===== src/rtl/lcd_timing_gen.sv =====
// LCD panel timing generator: dot/line counters, active-low panel pins,
// pixel-pipe enable with stall handling and sticky overrun detection.
module lcd_timing_gen #(
  parameter int H_W       = 9,
  parameter int V_W       = 8,
  parameter int H_TOTAL   = 456,
  parameter int V_TOTAL   = 154,
  parameter int H_ACTIVE  = 160,
  parameter int V_ACTIVE  = 144,
  parameter int PIX_START = 80,
  parameter int CPL_WIDTH = 2,
  parameter int FR_MODE   = 0,
  parameter int FR_LINES  = 1
) (
  input  logic           clk2,
  input  logic           nreset_video,
  input  logic           lcd_en,
  input  logic           pix_valid,
  input  logic           dbg_cpl,
  input  logic           dbg_fr,
  output logic [H_W-1:0] h,
  output logic [V_W-1:0] v,
  output logic           vblank,
  output logic           line_end,
  output logic           frame_end,
  output logic           clkpipe,
  output logic           npin_cpl,
  output logic           npin_fr,
  output logic           npin_st,
  output logic           npin_s,
  output logic           overrun
);

  localparam int PX_W = $clog2(H_ACTIVE + 1);
  localparam int LC_W = (FR_LINES > 1) ? $clog2(FR_LINES) : 1;

  localparam logic [H_W-1:0]  H_LAST  = H_W'(H_TOTAL - 1);
  localparam logic [H_W-1:0]  H_ARM   = H_W'(PIX_START - 1);
  localparam logic [H_W-1:0]  H_CPL   = H_W'(CPL_WIDTH);
  localparam logic [V_W-1:0]  V_LAST  = V_W'(V_TOTAL - 1);
  localparam logic [V_W-1:0]  V_VIS   = V_W'(V_ACTIVE);
  localparam logic [PX_W-1:0] PX_LAST = PX_W'(H_ACTIVE - 1);
  localparam logic [LC_W-1:0] LC_LAST = LC_W'(FR_LINES - 1);

  localparam logic [1:0] S_IDLE = 2'd0;
  localparam logic [1:0] S_WAIT = 2'd1;
  localparam logic [1:0] S_EMIT = 2'd2;
  localparam logic [1:0] S_DONE = 2'd3;

  logic            en_q, en_d;
  logic [H_W-1:0]  h_q, h_d;
  logic [V_W-1:0]  v_q, v_d;
  logic            fr_q, fr_d;
  logic [LC_W-1:0] lc_q, lc_d;
  logic [1:0]      state_q, state_d;
  logic [PX_W-1:0] px_q, px_d;
  logic            st_q, st_d;
  logic            overrun_q, overrun_d;

  logic run, at_line_end, at_frame_end, pix_fire, last_px, fr_toggle;

  // en_q delays counting by one edge so the first enabled clock shows dot 0
  assign run          = lcd_en && en_q;
  assign at_line_end  = (h_q == H_LAST);
  assign at_frame_end = at_line_end && (v_q == V_LAST);
  assign pix_fire     = (state_q == S_EMIT) && pix_valid;
  assign last_px      = pix_fire && (px_q == PX_LAST);
  assign fr_toggle    = (FR_MODE == 0) ? (lc_q == LC_LAST) : at_frame_end;

  always_comb begin
    en_d      = en_q;
    h_d       = h_q;
    v_d       = v_q;
    fr_d      = fr_q;
    lc_d      = lc_q;
    state_d   = state_q;
    px_d      = px_q;
    st_d      = st_q;
    overrun_d = overrun_q;
    if (!lcd_en) begin
      en_d      = 1'b0;
      h_d       = '0;
      v_d       = '0;
      fr_d      = 1'b0;
      lc_d      = '0;
      state_d   = S_IDLE;
      px_d      = '0;
      st_d      = 1'b0;
      overrun_d = 1'b0;
    end else if (!en_q) begin
      en_d = 1'b1;
    end else begin
      h_d = at_line_end ? '0 : h_q + 1'b1;
      if (at_line_end) begin
        v_d  = (v_q == V_LAST) ? '0 : v_q + 1'b1;
        fr_d = fr_q ^ fr_toggle;
        lc_d = (at_frame_end || lc_q == LC_LAST) ? '0 : lc_q + 1'b1;
      end
      case (state_q)
        S_IDLE: if (h_q == '0 && v_q < V_VIS) state_d = S_WAIT;
        S_WAIT: if (h_q == H_ARM) state_d = S_EMIT;
        S_EMIT: begin
          if (pix_fire) begin
            if (px_q == '0) st_d = 1'b1;
            if (last_px) begin
              state_d = S_DONE;
              px_d    = '0;
            end else begin
              px_d = px_q + 1'b1;
            end
          end
        end
        S_DONE:  st_d = 1'b0;
        default: state_d = S_IDLE;
      endcase
      // Line end always returns to IDLE; a last pixel landing on it still counts as complete
      if (at_line_end && state_q != S_IDLE) begin
        if (state_q != S_DONE && !last_px) overrun_d = 1'b1;
        state_d = S_IDLE;
        px_d    = '0;
        st_d    = 1'b0;
      end
    end
  end

  always_ff @(posedge clk2 or negedge nreset_video) begin
    if (!nreset_video) begin
      en_q      <= 1'b0;
      h_q       <= '0;
      v_q       <= '0;
      fr_q      <= 1'b0;
      lc_q      <= '0;
      state_q   <= S_IDLE;
      px_q      <= '0;
      st_q      <= 1'b0;
      overrun_q <= 1'b0;
    end else begin
      en_q      <= en_d;
      h_q       <= h_d;
      v_q       <= v_d;
      fr_q      <= fr_d;
      lc_q      <= lc_d;
      state_q   <= state_d;
      px_q      <= px_d;
      st_q      <= st_d;
      overrun_q <= overrun_d;
    end
  end

  assign h         = h_q;
  assign v         = v_q;
  assign vblank    = (v_q >= V_VIS);
  assign line_end  = run && at_line_end;
  assign frame_end = run && at_frame_end;
  assign clkpipe   = run && pix_fire;
  assign npin_cpl  = run ? (h_q >= H_CPL) : ~dbg_cpl;
  assign npin_fr   = run ? ~fr_q : ~dbg_fr;
  assign npin_st   = ~(run && st_q);
  assign npin_s    = ~(run && (v_q == '0));
  assign overrun   = overrun_q;

endmodule

===== config.mk =====
export PLATFORM = sky130hd
export DESIGN_NAME = lcd_timing_gen
export DESIGN_NICKNAME = d
export VERILOG_FILES = /design/src/rtl/lcd_timing_gen.sv
export SDC_FILE = /design/constraint.sdc
export NUM_CORES = 1
export LEC_CHECK = 0
export ABC_CLOCK_PERIOD_IN_PS = 5600
export CORE_ASPECT_RATIO = 0.8
export CORE_UTILIZATION = 55
export DETAILED_ROUTE_END_ITERATION = 6
export GPL_TIMING_DRIVEN = 0
export PLACE_DENSITY = 0.82
export SYNTH_ARGS = -nofsm -noshare
export SYNTH_HDL_FRONTEND = slang
export SYNTH_SLANG_ARGS = --single-unit
export TNS_END_PERCENT = 100

===== constraint.sdc =====
create_clock -name clk2 -period 5.6 [get_ports clk2]
set_clock_uncertainty 0.15 [all_clocks]
set_input_delay 1.4 -clock clk2 [delete_from_list [all_inputs] [get_ports clk2]]
set_output_delay 1.4 -clock clk2 [all_outputs]
set_load 0.005 [all_outputs]

==> results.json, run 1 <==
{
  "cp_slowest_cell": "clkdlybuf4s50_1",
  "clock_latency_ns": 0.30,
  "worstPathMaxFanout": 10,
  "cp_num_buf_inv": 5,
  "drv_slew": 0,
  "io_pins": 32,
  "postCtsSetupBuffers": 0,
  "wl_per_cell_um": 15.2,
  "crit_top_cell": "clkbuf_1",
  "peakVddDrop_uv": 204,
  "drtIter0Drc": 135,
  "rows": 19,
  "ant_nets": 0,
  "syn_inst": 229,
  "crit_cells": 6,
  "grt_max_degree": 33,
  "startpoint": "lcd_en",
  "synthArstFlopShare": 1.00,
  "port_buffers": 31,
  "cts_buffers": 5,
  "synth_top_cell_by_area": "dfrtp_1",
  "arrival_ns": 3.61,
  "hpwlAfterDp_um": 3430,
  "finalSetupViolCount": 0,
  "maxSlewHeadroom": 0.526,
  "leakagePower_uw": 0.00106,
  "post_cts_resized": 0,
  "tightest_slew_ns": 0.711,
  "avgSynthCellArea_sq_um": 9.02,
  "path_clk_slew_ns": 0.07,
  "clockBufferDepth": 2,
  "area.growth.synth_to_final_pct": 23.4,
  "fill_cells": 279,
  "synthTopCellsByCount": "dfrtp_1 (32), nand2_1 (25), nor2_1 (22)",
  "netlist_area_sq_um": 2070,
  "hold_class": "reg2reg",
  "clkSinkCount": 32,
  "die_y_um": 56.8,
  "grt_antenna_before_repair": 0,
  "synth-edff-count": 0,
  "crit_chain": "clkdlybuf4s50_1 > clkbuf_1 > clkbuf_1 > clkbuf_1 > nand3_1 > clkdlybuf4s50_1",
  "pwr_density_cell_nw_per_um2": 244,
  "critPathCaptureType": "primary output",
  "core_area_sq_um": 3520,
  "die_x_um": 70.5,
  "drc_errors": 0,
  "power_uw": 623,
  "use_met1": 0.376,
  "start_util": 0.587,
  "grt_usage": 0.261,
  "crit_required_ns": 4.05,
  "firstDrtPassIters": 4,
  "multi_input_area_sq_um": 1180,
  "grt_pass1_wl_um": 7910,
  "yosysMostFrequentCell": "dfrtp_1",
  "ys_ff_latch": 32,
  "rsz0062_at_grt": "no",
  "dr_total_vias": 1867,
  "grt_overflow": 0,
  "hold_viol_final": 0,
  "fin_tns_setup_ns": 0,
  "htree_num_levels": 2,
  "critical-path-top-delay-family": "buffers and inverters",
  "ys_types": 48,
  "period_share": 0.922,
  "path_class": "in2out",
  "ys_warn_count": 0,
  "gp_congestion": 0.861,
  "synthesis.nets": 247,
  "status": "complete, no violations",
  "n_antenna_cell": 0,
  "synth_top_area_frac": 0.388,
  "use_met2": 0.380,
  "cts_tree": "done",
  "cts_hold_buf": 0,
  "ys_top_cells_by_area": "dfrtp_1 (39%), ha_1 (7.3%), nand2_1 (4.5%), nor2_1 (4.0%), xnor2_1 (3.8%)",
  "r2r_start": "h[0]$_DFFE_PN0P_",
  "critPathMaxStageDelay_ns": 0.48,
  "grt_util_met3": 0.0557,
  "register_area_sq_um": 801,
  "max_freq_mhz": 194,
  "min_from": "overrun$_DFFE_PN0P_",
  "dieArea_sq_um": 4010,
  "wirelength_um": 4720,
  "grt_pass1_vias": 1668,
  "routed_via_density": 6.02,
  "grt-busiest-layer": "met2",
  "holdPathStages": 1,
  "reg2reg_depth": 7,
  "fin_nets": 285,
  "start_kind": "input port",
  "final_layout_size_suffix_gt1_frac": 0.0709,
  "cts-root-buf": "clkbuf_8",
  "drv_cap": 0,
  "period_needed_ns": 5.16,
  "synth_seq_area_share": 0.388,
  "synth_ff_type": "dfrtp_1"
}
## sequential cells by signal, indices dropped and copies added (netlist names)
| register | count |
|---|---|
| h | 9 |
| px_q | 8 |
| state_q | 2 |
| fr_q | 1 |
| v | 8 |
| en_q | 1 |
| overrun | 1 |
| lc_q | 1 |
| st_q | 1 |
## routing by layer
metal,vias up,share of wire
met3,7,0.080
met1,891,0.47
met4,0,0.015
met2,73,0.44
li1,896,-
met5,-,0
## report_power, final
part	internal (uW)	switching, uW	total [uW]
logic	49.9	68.2	118
registers	244	15.5	260
clock network	157	88.4	245
total	451	172	623
## cell families after synthesis
group,Yosys count,synth area share
simple gates,112,0.291
mux,3,0.0145
flops,32,0.388
fa+ha+maj,12,0.0727
compound gates,39,0.141
buf+inv,19,0.0418
xor+xnor,12,0.0509
## worst register-to-register path, stage by stage, from the launching register on
cell and delay [ns]:
dfrtp_1 0.44, inv_1 0.12, ha_1 0.16, or4b_2 0.59
o31ai_1 0.24, nand3b_1 0.14, a21oi_1 0.22, mux2i_1 0.23
## final timing paths
path	to	slack (ns)
setup / recovery	npin_st	0.44
hold / removal	overrun$_DFFE_PN0P_	0.34
setup reg to reg	state_q[0]$_DFFE_PN0P_	3.22
hold reg to reg	overrun$_DFFE_PN0P_	0.34
max in group asynchronous	px_q[2]$_DFFE_PN0P_	3.84
min in group asynchronous	v[0]$_DFFE_PN0P_	1.00
## area by class of cell
cell class              instances  share of cell area
plain buffers                   8              0.0177
clock buffers                   7              0.0378
clock inverters                 1              0.0118
inverters                      11              0.0162
multi-input cells             178               0.462
flip-flops and latches         32               0.314
well taps                      42              0.0206
repair buffers                 31               0.120
## placed cells by master (no fill, tap or decap), types with 3 or more instances in the layout
cell and count:
dfrtp_1 32, clkdlybuf4s50_1 30, nand2_1 25, nor2_1 22
nand3_1 14, ha_1 12, inv_1 11, nor3_1 11
o21ai_0 11, xnor2_1 9, nand4_1 7, clkbuf_8 7
clkbuf_1 6, o211ai_1 5, and2_1 5, a21boi_0 5
nor4_1 4, nand3b_1 4, or4_1 3, a21oi_1 3
mux2i_1 3, and3_1 3, xor2_1 3
## metrics by stage
| step | cell area [sq um] | setup WS [ns] | hold slack (ns) | std cells | utilization |
|---|---|---|---|---|---|
| 2_1_floorplan | 2070 | 1.81 | 0.338 | 229 | - |
| 3_3_place_gp | 2430 | 0.440 | 0.327 | 302 | 0.690 |
| 6_report | 2550 | 0.436 | 0.340 | 310 | 0.725 |
| 3_5_place_dp | 2420 | 0.423 | 0.332 | 302 | 0.689 |
| 4_1_cts | 2550 | 0.416 | 0.347 | 310 | 0.725 |
| 5_1_grt | 2550 | 0.275 | 0.374 | 310 | 0.725 |
No activity file was read; power rests on OpenSTA's default activity.
==> run 2: changes to the inputs <==
CORE_MARGIN = 2   (was unset)
==> run 2 against run 1 <==
Sequential power about the same. Wire length increased by 1.7%. Power down 9.3%. Clock-buffer cell count decreased by 1. Worst hold slack gained 0.014 ns. Critical path depth unchanged. Register-to-register slack is essentially flat. First-iteration DRC count is 16% higher. Sequential cell count is the same.
==> results.json, run 2 (same netlist as run 1, synthesis figures left out) <==
{
  "startpoint": "lcd_en",
  "maxSlewHeadroom": 0.528,
  "dr_total_vias": 1885,
  "power_uw": 565,
  "critPathMaxStageDelay_ns": 0.48,
  "start_util": 0.587,
  "hpwlAfterDp_um": 3430,
  "rows": 19,
  "gp_congestion": 0.863,
  "final_cell_mix": "dfrtp_1 (32), clkdlybuf4s50_1 (30), nand2_1 (25)",
  "firstDrtPassIters": 4,
  "clock_latency_ns": 0.29,
  "finalSetupViolCount": 0,
  "wirelength_um": 4800,
  "grt_usage": 0.248,
  "internal_power_uw": 392,
  "p_sw_uw": 173,
  "port_buffers": 31,
  "start_kind": "input port",
  "postCtsSetupBuffers": 0,
  "core_area_sq_um": 3520,
  "min_from": "overrun$_DFFE_PN0P_",
  "largest_register_ff_count": 9,
  "clockBufferDepth": 2,
  "max_freq_mhz": 191,
  "status": "complete, no violations",
  "grt_max_degree": 33,
  "critPathCaptureType": "primary output",
  "htree_num_levels": 2,
  "fin_nets": 285,
  "stdcell_area_sq_um": 2520,
  "period_needed_ns": 5.23,
  "clkPwrFrac": 0.330,
  "pwr_density_cell_nw_per_um2": 225,
  "crit_required_ns": 4.05,
  "hold_class": "reg2reg",
  "post_cts_resized": 0,
  "wl_per_cell_um": 15.5,
  "final_layout_size_suffix_gt1_frac": 0.0709,
  "area.growth.synth_to_final_pct": 21.8,
  "p_seq_frac": 0.462,
  "grt_overflow": 0,
  "arrival_ns": 3.68,
  "drc_errors": 0,
  "drv_slew": 0,
  "tightest_slew_ns": 0.708,
  "cts_hold_buf": 0,
  "rsz0062_at_grt": "no",
  "leakagePower_uw": 0.00105,
  "fin_tns_setup_ns": 0,
  "combPwrFrac": 0.209,
  "path_class": "in2out",
  "crit_chain": "clkdlybuf4s50_1 > clkbuf_1 > clkbuf_1 > clkbuf_1 > nand3_1 > clkdlybuf4s50_1",
  "crit_top_cell": "clkbuf_1",
  "n_antenna_cell": 0,
  "fill_cells": 280,
  "die_x_um": 72.5,
  "drv_cap": 0,
  "ant_nets": 0,
  "grt_pass1_vias": 1709,
  "cts_buffers": 5,
  "die_y_um": 58.8,
  "path_clk_slew_ns": 0.07,
  "cp_slowest_cell": "clkdlybuf4s50_1",
  "cts_tree": "done",
  "peakVddDrop_uv": 167,
  "p_sw_frac": 0.306,
  "period_share": 0.933,
  "grt_pass1_wl_um": 8020,
  "dieArea_sq_um": 4270,
  "drtIter0Drc": 157,
  "cts-root-buf": "clkbuf_8",
  "r2r_start": "h[1]$_DFFE_PN0P_",
  "place_area_sq_um": 2420,
  "clkSinkCount": 32,
  "grt_antenna_before_repair": 0,
  "hold_viol_final": 0,
  "worstPathMaxFanout": 10,
  "io_pins": 32,
  "routed_via_density": 6.08,
  "mostFrequentLayoutCell": "dfrtp_1"
}
## run 2: worst paths after layout
kind | cells after the start | slack [ns] | end
setup / recovery | 6 | 0.37 | npin_st
hold / removal | 1 | 0.35 | overrun$_DFFE_PN0P_
setup reg to reg | 6 | 3.23 | px_q[5]$_DFFE_PN0P_
hold reg to reg | 1 | 0.35 | overrun$_DFFE_PN0P_
min in group asynchronous | 1 | 1.01 | v[0]$_DFFE_PN0P_
max in group asynchronous | 1 | 3.83 | h[7]$_DFFE_PN0P_
## run 2: layout make-up
type | count | area [sq um] | share of cell area
plain buffers | 8 | 45.0 | 0.0179
clock buffers | 6 | 82.6 | 0.0328
inverters | 11 | 41.3 | 0.0164
well taps | 42 | 52.6 | 0.0209
repair buffers | 31 | 305 | 0.121
flip-flops and latches | 32 | 801 | 0.318
multi-input cells | 178 | 1180 | 0.468
clock inverters | 2 | 10.0 | 0.00398
## run 2: metrics by stage
step / cells / hold WS, ns / utilization / setup slack (ns)
global route: 310 / 0.381 / 0.715 / 0.279
detailed placement: 302 / 0.340 / 0.689 / 0.432
global placement: 302 / 0.327 / 0.690 / 0.438
CTS: 310 / 0.357 / 0.715 / 0.420
finish: 310 / 0.354 / 0.715 / 0.375
floorplan: 229 / 0.338 / - / 1.81
## run 2: worst max-delay path: cells and delay by family
| kind | cells | cell delay [ns] |
|---|---|---|
| buf+inv | 5 | 2.11 |
| simple gates | 1 | 0.16 |
## run 2: metal layers
layer  track usage  routed length [um]  vias up
li1              -                   -      898
met3        0.0514                 274        7
met4         0.101                  65        0
met2         0.364                2030       70
met1         0.360                2430      910
met5             0                   0        -
## run 2: power groups by stage
stage	registers, uW	clock network (uW)	logic (uW)
floorplan	260	0	80.9
global placement	263	0	113
detailed placement	265	0	115
CTS	260	189	117
global route	263	201	132
finish	261	186	118
